File: config.mk
export PLATFORM = sky130hd
export DESIGN_NAME = pipe_stage_reg
export DESIGN_NICKNAME = d
export VERILOG_FILES = /design/src/rtl/pipe_pkg.sv /design/src/rtl/pipe_slot.sv /design/src/rtl/pipe_stage_reg.sv
export SDC_FILE = /design/constraint.sdc
export NUM_CORES = 1
export LEC_CHECK = 0
export CAP_MARGIN = 20
export CORE_UTILIZATION = 40
export CTS_CLUSTER_DIAMETER = 200
export DETAILED_ROUTE_END_ITERATION = 10
export PLACE_DENSITY = 0.74
export SETUP_SLACK_MARGIN = 0.05
export SLEW_MARGIN = 0
export SYNTH_ARGS = -nofsm -noshare
export SYNTH_HDL_FRONTEND = slang
export SYNTH_SLANG_ARGS = --single-unit
File: constraint.sdc
create_clock -name clk -period 1.6 [get_ports clk]
set_input_delay 0.16 -clock clk [delete_from_list [all_inputs] [get_ports clk]]
set_output_delay 0.16 -clock clk [all_outputs]
set_load 0.01 [all_outputs]
File: src/rtl/pipe_pkg.sv
// Shared definitions for the MIPS inter-stage pipeline registers: stage state
// encoding and the per-boundary widths used when instantiating pipe_stage_reg.
package pipe_pkg;

    typedef enum logic [1:0] {
        ST_EMPTY = 2'd0,
        ST_ONE   = 2'd1,
        ST_TWO   = 2'd2
    } stage_state_e;

    // IF/ID: PC+4 and fetched instruction; a single "slot live" control bit.
    localparam int IFID_CTRL_W  = 1;
    localparam int IFID_DATA_W  = 64;

    // ID/EX: full control word; PC+4, rs/rt values, sign-extended imm, rt/rd/shamt.
    localparam int IDEX_CTRL_W  = 10;
    localparam int IDEX_DATA_W  = 143;

    // EX/MEM: ALU result, store data, destination register.
    localparam int EXMEM_CTRL_W = 4;
    localparam int EXMEM_DATA_W = 69;

    // MEM/WB: load data, ALU result, destination register.
    localparam int MEMWB_CTRL_W = 2;
    localparam int MEMWB_DATA_W = 69;

endpackage

File: src/rtl/pipe_slot.sv
// One valid bit plus one ctrl+data word. Clear drops the valid bit and zeroes
// the ctrl field only; the data field keeps its last value.
module pipe_slot
    import pipe_pkg::*;
#(
    parameter int CTRL_W = 4,
    parameter int DATA_W = 69
) (
    input  logic                     clk,
    input  logic                     reset,
    input  logic                     load_i,
    input  logic                     clear_i,
    input  logic [CTRL_W+DATA_W-1:0] word_i,
    output logic                     valid_o,
    output logic [CTRL_W+DATA_W-1:0] word_o
);

    localparam int WORD_W = CTRL_W + DATA_W;

    logic              valid_q;
    logic [WORD_W-1:0] word_q;

    // Clear wins over load so a squash can never leave a live beat behind.
    always_ff @(posedge clk) begin
        if (reset) begin
            valid_q <= 1'b0;
            word_q  <= '0;
        end else if (clear_i) begin
            valid_q <= 1'b0;
            word_q  <= {{CTRL_W{1'b0}}, word_q[DATA_W-1:0]};
        end else if (load_i) begin
            valid_q <= 1'b1;
            word_q  <= word_i;
        end
    end

    assign valid_o = valid_q;
    assign word_o  = word_q;

endmodule

File: src/rtl/pipe_stage_reg.sv
// Valid/ready pipeline register between MIPS stages with flush-to-bubble.
// Define PIPE_STAGE_SKID_EN for the skid build (registered in_ready, full rate).
module pipe_stage_reg
    import pipe_pkg::*;
#(
    parameter int CTRL_W = 4,
    parameter int DATA_W = 69
) (
    input  logic              clk,
    input  logic              reset,
    input  logic              flush,
    input  logic              in_valid,
    output logic              in_ready,
    input  logic [CTRL_W-1:0] in_ctrl,
    input  logic [DATA_W-1:0] in_data,
    output logic              out_valid,
    input  logic              out_ready,
    output logic [CTRL_W-1:0] out_ctrl,
    output logic [DATA_W-1:0] out_data
);

    localparam int WORD_W = CTRL_W + DATA_W;

    stage_state_e      state_q;
    stage_state_e      state_d;
    logic              accept;
    logic              pop;
    logic              main_load;
    logic              main_clear;
    logic              main_valid;
    logic [WORD_W-1:0] main_word_d;
    logic [WORD_W-1:0] main_word_q;

    assign accept = in_valid && in_ready;
    assign pop    = main_valid && out_ready;

    always_ff @(posedge clk) begin
        if (reset) begin
            state_q <= ST_EMPTY;
        end else begin
            state_q <= state_d;
        end
    end

    pipe_slot #(
        .CTRL_W (CTRL_W),
        .DATA_W (DATA_W)
    ) u_main (
        .clk     (clk),
        .reset   (reset),
        .load_i  (main_load),
        .clear_i (main_clear),
        .word_i  (main_word_d),
        .valid_o (main_valid),
        .word_o  (main_word_q)
    );

`ifdef PIPE_STAGE_SKID_EN

    logic              in_ready_q;
    logic              main_sel_skid;
    logic              skid_load;
    logic              skid_clear;
    logic              skid_valid;
    logic [WORD_W-1:0] skid_word_q;

    pipe_slot #(
        .CTRL_W (CTRL_W),
        .DATA_W (DATA_W)
    ) u_skid (
        .clk     (clk),
        .reset   (reset),
        .load_i  (skid_load),
        .clear_i (skid_clear),
        .word_i  ({in_ctrl, in_data}),
        .valid_o (skid_valid),
        .word_o  (skid_word_q)
    );

    always_comb begin
        state_d       = state_q;
        main_load     = 1'b0;
        main_clear    = 1'b0;
        main_sel_skid = 1'b0;
        skid_load     = 1'b0;
        skid_clear    = 1'b0;
        if (flush) begin
            // A flush also retires the current output if it is being consumed.
            state_d    = ST_EMPTY;
            main_clear = 1'b1;
            skid_clear = 1'b1;
        end else begin
            case (state_q)
                ST_EMPTY: begin
                    if (accept) begin
                        main_load = 1'b1;
                        state_d   = ST_ONE;
                    end
                end
                ST_ONE: begin
                    if (pop && accept) begin
                        main_load = 1'b1;
                    end else if (pop) begin
                        main_clear = 1'b1;
                        state_d    = ST_EMPTY;
                    end else if (accept) begin
                        skid_load = 1'b1;
                        state_d   = ST_TWO;
                    end
                end
                ST_TWO: begin
                    if (pop && skid_valid) begin
                        main_load     = 1'b1;
                        main_sel_skid = 1'b1;
                        skid_clear    = 1'b1;
                        state_d       = ST_ONE;
                    end
                end
                default: begin
                    state_d    = ST_EMPTY;
                    main_clear = 1'b1;
                    skid_clear = 1'b1;
                end
            endcase
        end
    end

    assign main_word_d = main_sel_skid ? skid_word_q : {in_ctrl, in_data};

    // Ready is precomputed from the next state so upstream sees a bare flop.
    always_ff @(posedge clk) begin
        if (reset) begin
            in_ready_q <= 1'b1;
        end else begin
            in_ready_q <= (state_d != ST_TWO);
        end
    end

    assign in_ready = in_ready_q;

`else

    always_comb begin
        state_d    = state_q;
        main_load  = 1'b0;
        main_clear = 1'b0;
        if (flush) begin
            state_d    = ST_EMPTY;
            main_clear = 1'b1;
        end else begin
            case (state_q)
                ST_EMPTY: begin
                    if (accept) begin
                        main_load = 1'b1;
                        state_d   = ST_ONE;
                    end
                end
                ST_ONE: begin
                    if (accept) begin
                        main_load = 1'b1;
                    end else if (pop) begin
                        main_clear = 1'b1;
                        state_d    = ST_EMPTY;
                    end
                end
                default: begin
                    state_d    = ST_EMPTY;
                    main_clear = 1'b1;
                end
            endcase
        end
    end

    assign main_word_d = {in_ctrl, in_data};

    // Combinational path from out_ready: a freed slot refills in the same cycle.
    assign in_ready = !main_valid || out_ready;

`endif

    assign out_valid = main_valid;
    assign out_ctrl  = main_word_q[WORD_W-1:DATA_W] & {CTRL_W{main_valid}};
    assign out_data  = main_word_q[DATA_W-1:0];

endmodule

==> results.json, run 1 <==
{
  "status": "complete, no violations",
  "synth_top_cell_by_area": "dfxtp_1",
  "fin_setup_tns_ns": 0,
  "clk-insertion-delay-late_ns": 0.34,
  "crit_path_max_incr_delay_ns": 0.56,
  "die_x_um": 101,
  "fin_area_sq_um": 5270,
  "yosysSeqAreaShare_pct": 38.4,
  "layout_commonest_cell": "clkdlybuf4s50_1",
  "cts_buffers": 9,
  "finalSetupViolCount": 0,
  "grt_pass1_vias": 3097,
  "grt-ovfl-total": 0,
  "synth_top_area_share_pct": 38.4,
  "antenna_found_initial": 0,
  "coreArea_sq_um": 9370,
  "fin_crit_sh_pct": 91.0,
  "gp_congestion": 0.695,
  "maxSlewHeadroom_pct": 79.5,
  "netlist_area_sq_um": 3910,
  "yosys_warnings": 0,
  "cp_cell_sequence": "clkdlybuf4s50_1",
  "synthTopCellsByArea": "dfxtp_1 38%, buf_4 15%, nand3_2 13%",
  "yosys_register_bits": 75,
  "clockBufferDepth": 2,
  "fin_skew_ns": 0.00701,
  "timing.final.crit_period_ns": 1.46,
  "wl_per_cell_um": 15.2,
  "vias": 3091,
  "synth_cell_types": 22,
  "layout_common_cells": "146 x clkdlybuf4s50_1, 74 x dfxtp_1, 72 x o21ai_0, 50 x nand3_2, 50 x a21oi_2",
  "hp-class": "in2reg",
  "num_rows": 35,
  "die-area_sq_um": 10200,
  "viasPerCell": 4.97,
  "cap_viol_max_count": 0,
  "cts_tree": "done",
  "initial_utilization_pct": 41.7,
  "leakage_uw": 0.00173,
  "cts.sinks": 75,
  "finalPower_uw": 4360,
  "instances_no_fill": 622,
  "clock-root-buffer": "clkbuf_8",
  "avgSynthCellArea_sq_um": 9.38,
  "dp.cells": 605,
  "slew_viol_final": 0,
  "syn_inst": 417,
  "powerDensity_nw_per_um2": 827,
  "grt_setup_unrepaired": "no",
  "hold_viol": 0,
  "placed_area_sq_um": 5050,
  "path_buf_inv": 1,
  "area_delta_synth_final_pct": 34.9,
  "cts.reportedPaths.clkPinSlew_ns": 0.08,
  "gr-usage-all-layers_pct": 19.0,
  "ant_nets": 0,
  "cp.required_ns": 1.44,
  "hpwl_mm": 6.26,
  "wl_mm": 9.44,
  "end_kind": "output port",
  "drc_errors": 0,
  "slowest_stage": "clkdlybuf4s50_1",
  "grt_pass1_wl_mm": 15.1,
  "io_buffers": 152,
  "max_freq_mhz": 687,
  "grt_max_degree": 40,
  "dieHeight_um": 101,
  "critPathLaunchType": "flop",
  "drive_gt1_share_pct": 28.2,
  "critical_path_arrival_ns": 1.30,
  "h-tree-depth": 3,
  "n_antenna_cell": 0,
  "tightest_slew_ns": 0.308,
  "drt_first_pass_iters": 4,
  "io_pins": 153,
  "critical-path-top-delay-family": "buffers and inverters",
  "drt_iter0_markers": 125,
  "nNetsFinal": 566,
  "syn_nets": 495,
  "critPathMaxFanout": 8,
  "worst-setup-path-type": "reg2out",
  "peakVddDrop_uv": 505
}
[power by group]
group	total (uW)	internal (uW)	switching, uW
clock	1610	873	740
sequential	1990	1950	40.1
combinational	761	431	330
[cell usage after synthesis]
| master | instances |
|---|---|
| nor4_1 | 1 |
| buf_1 | 2 |
| o21ai_0 | 72 |
| and2_1 | 4 |
| buf_8 | 6 |
| a21oi_2 | 50 |
| clkbuf_1 | 15 |
| a211o_1 | 1 |
| nand2b_1 | 1 |
| nor2b_4 | 1 |
| buf_2 | 9 |
| nand3_1 | 23 |
| nand3_2 | 50 |
| a21oi_1 | 24 |
| nor2_1 | 2 |
| buf_4 | 76 |
| o21ai_1 | 1 |
| and3b_1 | 1 |
| buf_6 | 1 |
| inv_4 | 1 |
| nor2b_1 | 1 |
| dfxtp_1 | 75 |
[flip-flops by register name, summed over array words and instances, names as in the netlist]
register,cells
u_main.word_o,73
state_q,1
u_main.valid_o,1
[layout make-up]
class	instances	area (sq um)
inverter	1	6.26
fill	865	4100
tap	129	161
clock inverter	7	92.6
timing repair buffer	169	1750
multi-input combinational	232	1630
sequential	75	1510
clock buffer	9	124
[repair_timing]
item                                    4_1_cts  5_1_grt
hold buffers                                  0        0
gates resized for setup                       7        0
setup buffers                                 1        0
endpoints found under the setup margin        6        0
[through the flow]
stage / setup WS [ns] / hold slack, ns / utilization, %
6_report: 0.144 / 0.190 / 56.3
4_1_cts: 0.133 / 0.174 / 56.3
3_3_place_gp: 0.0701 / 0.456 / 53.9
5_1_grt: 0.0649 / 0.180 / 56.3
2_1_floorplan: 0.307 / 0.239 / -
3_5_place_dp: 0.0178 / 0.464 / 53.9
[final timing paths]
check | start | endpoint | slack (ns) | depth (start not counted)
setup / recovery | u_main.valid_o | out_valid | 0.14 | 1
setup reg to reg | u_main.valid_o | u_main.word_o[41] | 0.18 | 6
hold reg to reg | u_main.word_o[72] | u_main.word_o[72] | 0.48 | 2
hold / removal | reset | u_main.word_o[19] | 0.19 | 2
[cells by family after synthesis]
| family | count (synthesis) | synth area share (%) |
|---|---|---|
| AOI/OAI and AO/OA | 148 | 23.8 |
| DFF | 75 | 38.4 |
| buffers and inverters | 110 | 20.1 |
| and+or+nand+nor | 84 | 17.6 |
[per-layer routing]
metal  vias to the layer above  share of wire (%)  GRT usage, %
li1                       1516                  -             -
met1                      1466                 44          23.6
met2                       101                 47          31.4
met3                         8                8.0          6.73
met4                         0               0.74          4.68
met5                         -                  0             0
Power figures use the tool's default switching activity.
==> inputs of run 2 (changes only) <==
Settings changed: CORE_MARGIN set to 4, SLEW_MARGIN 0 to 20.
==> results.json, run 2 (same netlist as run 1, synthesis figures left out) <==
{
  "slew_viol_final": 0,
  "io_buffers": 152,
  "maxSlewHeadroom_pct": 75.7,
  "powerDensity_nw_per_um2": 843,
  "critPathLaunchType": "flop",
  "cts_buffers": 9,
  "cp.required_ns": 1.44,
  "grt_pass1_wl_mm": 15.8,
  "regToRegSetupSlack_ns": 0.17,
  "clk-insertion-delay-late_ns": 0.34,
  "seq_power_share_pct": 45.2,
  "r2r-end": "u_main.word_o[20]",
  "cts.reportedPaths.clkPinSlew_ns": 0.07,
  "viasPerCell": 5.04,
  "tightest_slew_ns": 0.365,
  "clock-root-buffer": "clkbuf_8",
  "pwr-share-clk_pct": 37.6,
  "layout_common_cells": "146 x clkdlybuf4s50_1, 74 x dfxtp_1, 72 x o21ai_0, 50 x nand3_2, 50 x a21oi_2",
  "hold_path_end": "u_main.word_o[55]",
  "worstHoldStart": "reset",
  "drt_first_pass_iters": 4,
  "wl_per_cell_um": 15.9,
  "r2r-start": "u_main.valid_o",
  "coreArea_sq_um": 9370,
  "ant_nets": 0,
  "dp.cells": 602,
  "status": "complete, no violations",
  "n_antenna_cell": 0,
  "drt_iter0_markers": 132,
  "cts_tree": "done",
  "layout_commonest_cell": "clkdlybuf4s50_1",
  "finalSetupViolCount": 0,
  "cap_viol_max_count": 0,
  "die_x_um": 107,
  "critical-path-top-delay-family": "buffers and inverters",
  "cts.sinks": 75,
  "reg2regPathDepth": 5,
  "fin_skew_ns": 0.0107,
  "worst-setup-path-type": "reg2out",
  "num_rows": 35,
  "nNetsFinal": 563,
  "grt_max_degree": 54,
  "internal_power_uw": 3340,
  "drc_errors": 0,
  "wl_mm": 9.83,
  "p_comb_share_pct": 17.2,
  "leakage_uw": 0.00171,
  "grt_setup_unrepaired": "no",
  "grt-ovfl-total": 0,
  "initial_utilization_pct": 41.7,
  "fin_crit_sh_pct": 89.2,
  "area_delta_synth_final_pct": 33.6,
  "dieHeight_um": 107,
  "vias": 3119,
  "max_freq_mhz": 700,
  "path_buf_inv": 1,
  "crit_path_max_incr_delay_ns": 0.55,
  "switching_share_pct": 24.2,
  "crit_cells": 1,
  "instances_no_fill": 619,
  "critPathMaxFanout": 8,
  "placed_area_sq_um": 4990,
  "hp-class": "in2reg",
  "holdWs_ns": 0.197,
  "critical_path_arrival_ns": 1.27,
  "end_kind": "output port",
  "fin_area_sq_um": 5230,
  "antenna_found_initial": 0,
  "largest_reg_flops": 73,
  "gr-usage-all-layers_pct": 17.1,
  "gp_congestion": 0.733,
  "slowest_stage": "clkdlybuf4s50_1",
  "die-area_sq_um": 11400,
  "hold_path_depth": 2,
  "hold_viol": 0,
  "cp_cell_sequence": "clkdlybuf4s50_1",
  "peakVddDrop_uv": 439,
  "timing.final.crit_period_ns": 1.43,
  "fin_setup_tns_ns": 0,
  "io_pins": 153,
  "hpwl_mm": 6.73,
  "h-tree-depth": 3,
  "clockBufferDepth": 2,
  "grt_pass1_vias": 3083,
  "switching_power_uw": 1060,
  "drive_gt1_share_pct": 27.6
}
-- run 2: changes by cell type in the layout (fill, tap and decap cells not counted), sizes merged --
cell | before | now
clkbuf | 9 | 12
clkinv | 2 | 1
buf | 18 | 15
clkinvlp | 3 | 1
-- run 2: how the worst max path moves through the flow --
stage                         startpoint           endpoint  slack [ns]
after floorplan           u_main.valid_o  u_main.word_o[10]        0.31
after global placement          in_valid  u_main.word_o[54]        0.06
after detailed placement       out_ready         state_q[0]       -0.03
after CTS                 u_main.valid_o          out_valid        0.15
after global routing      u_main.valid_o  u_main.word_o[33]        0.08
final                     u_main.valid_o          out_valid        0.17
-- run 2: through the flow --
stage	worst slack (ns)	power (uW)	utilization [%]
after floorplan	0.307	2460	-
after global placement	0.0583	2780	53.3
after detailed placement	-0.0310	2800	53.3
after CTS	0.147	4470	55.8
after global routing	0.0772	4610	55.8
final	0.172	4400	55.8
-- run 2: cell type report --
cell class | count | area, sq um
inverter | 1 | 6.26
multi-input combinational | 232 | 1630
fill | 849 | 4150
timing repair buffer | 166 | 1690
clock inverter | 4 | 72.6
sequential | 75 | 1510
clock buffer | 12 | 155
tap | 129 | 161
-- run 2: layer usage --
layer  routed length, um  global-route usage, %  vias to the layer above
met1                4280                   21.9                     1483
met5                   0                      0                        -
li1                    -                      -                     1515
met3                 786                   6.56                        9
met2                4650                   27.3                      112
met4                 113                   3.84                        0
-- run 2: power groups by stage --
stage / logic (uW) / registers [uW] / clock network [uW]
after floorplan: 439 / 2020 / 0
after global placement: 750 / 2030 / 0
after detailed placement: 761 / 2040 / 0
after CTS: 765 / 1990 / 1710
after global routing: 811 / 2000 / 1790
final: 757 / 1990 / 1650
-- run 2: timing repair --
action / 4_1_cts / 5_1_grt
resized for setup: 7 / 0
buffers inserted: 1 / 0
hold buffers: 0 / 0
endpoints found under the hold margin: 0 / 0
setup endpoints to repair: 6 / 0
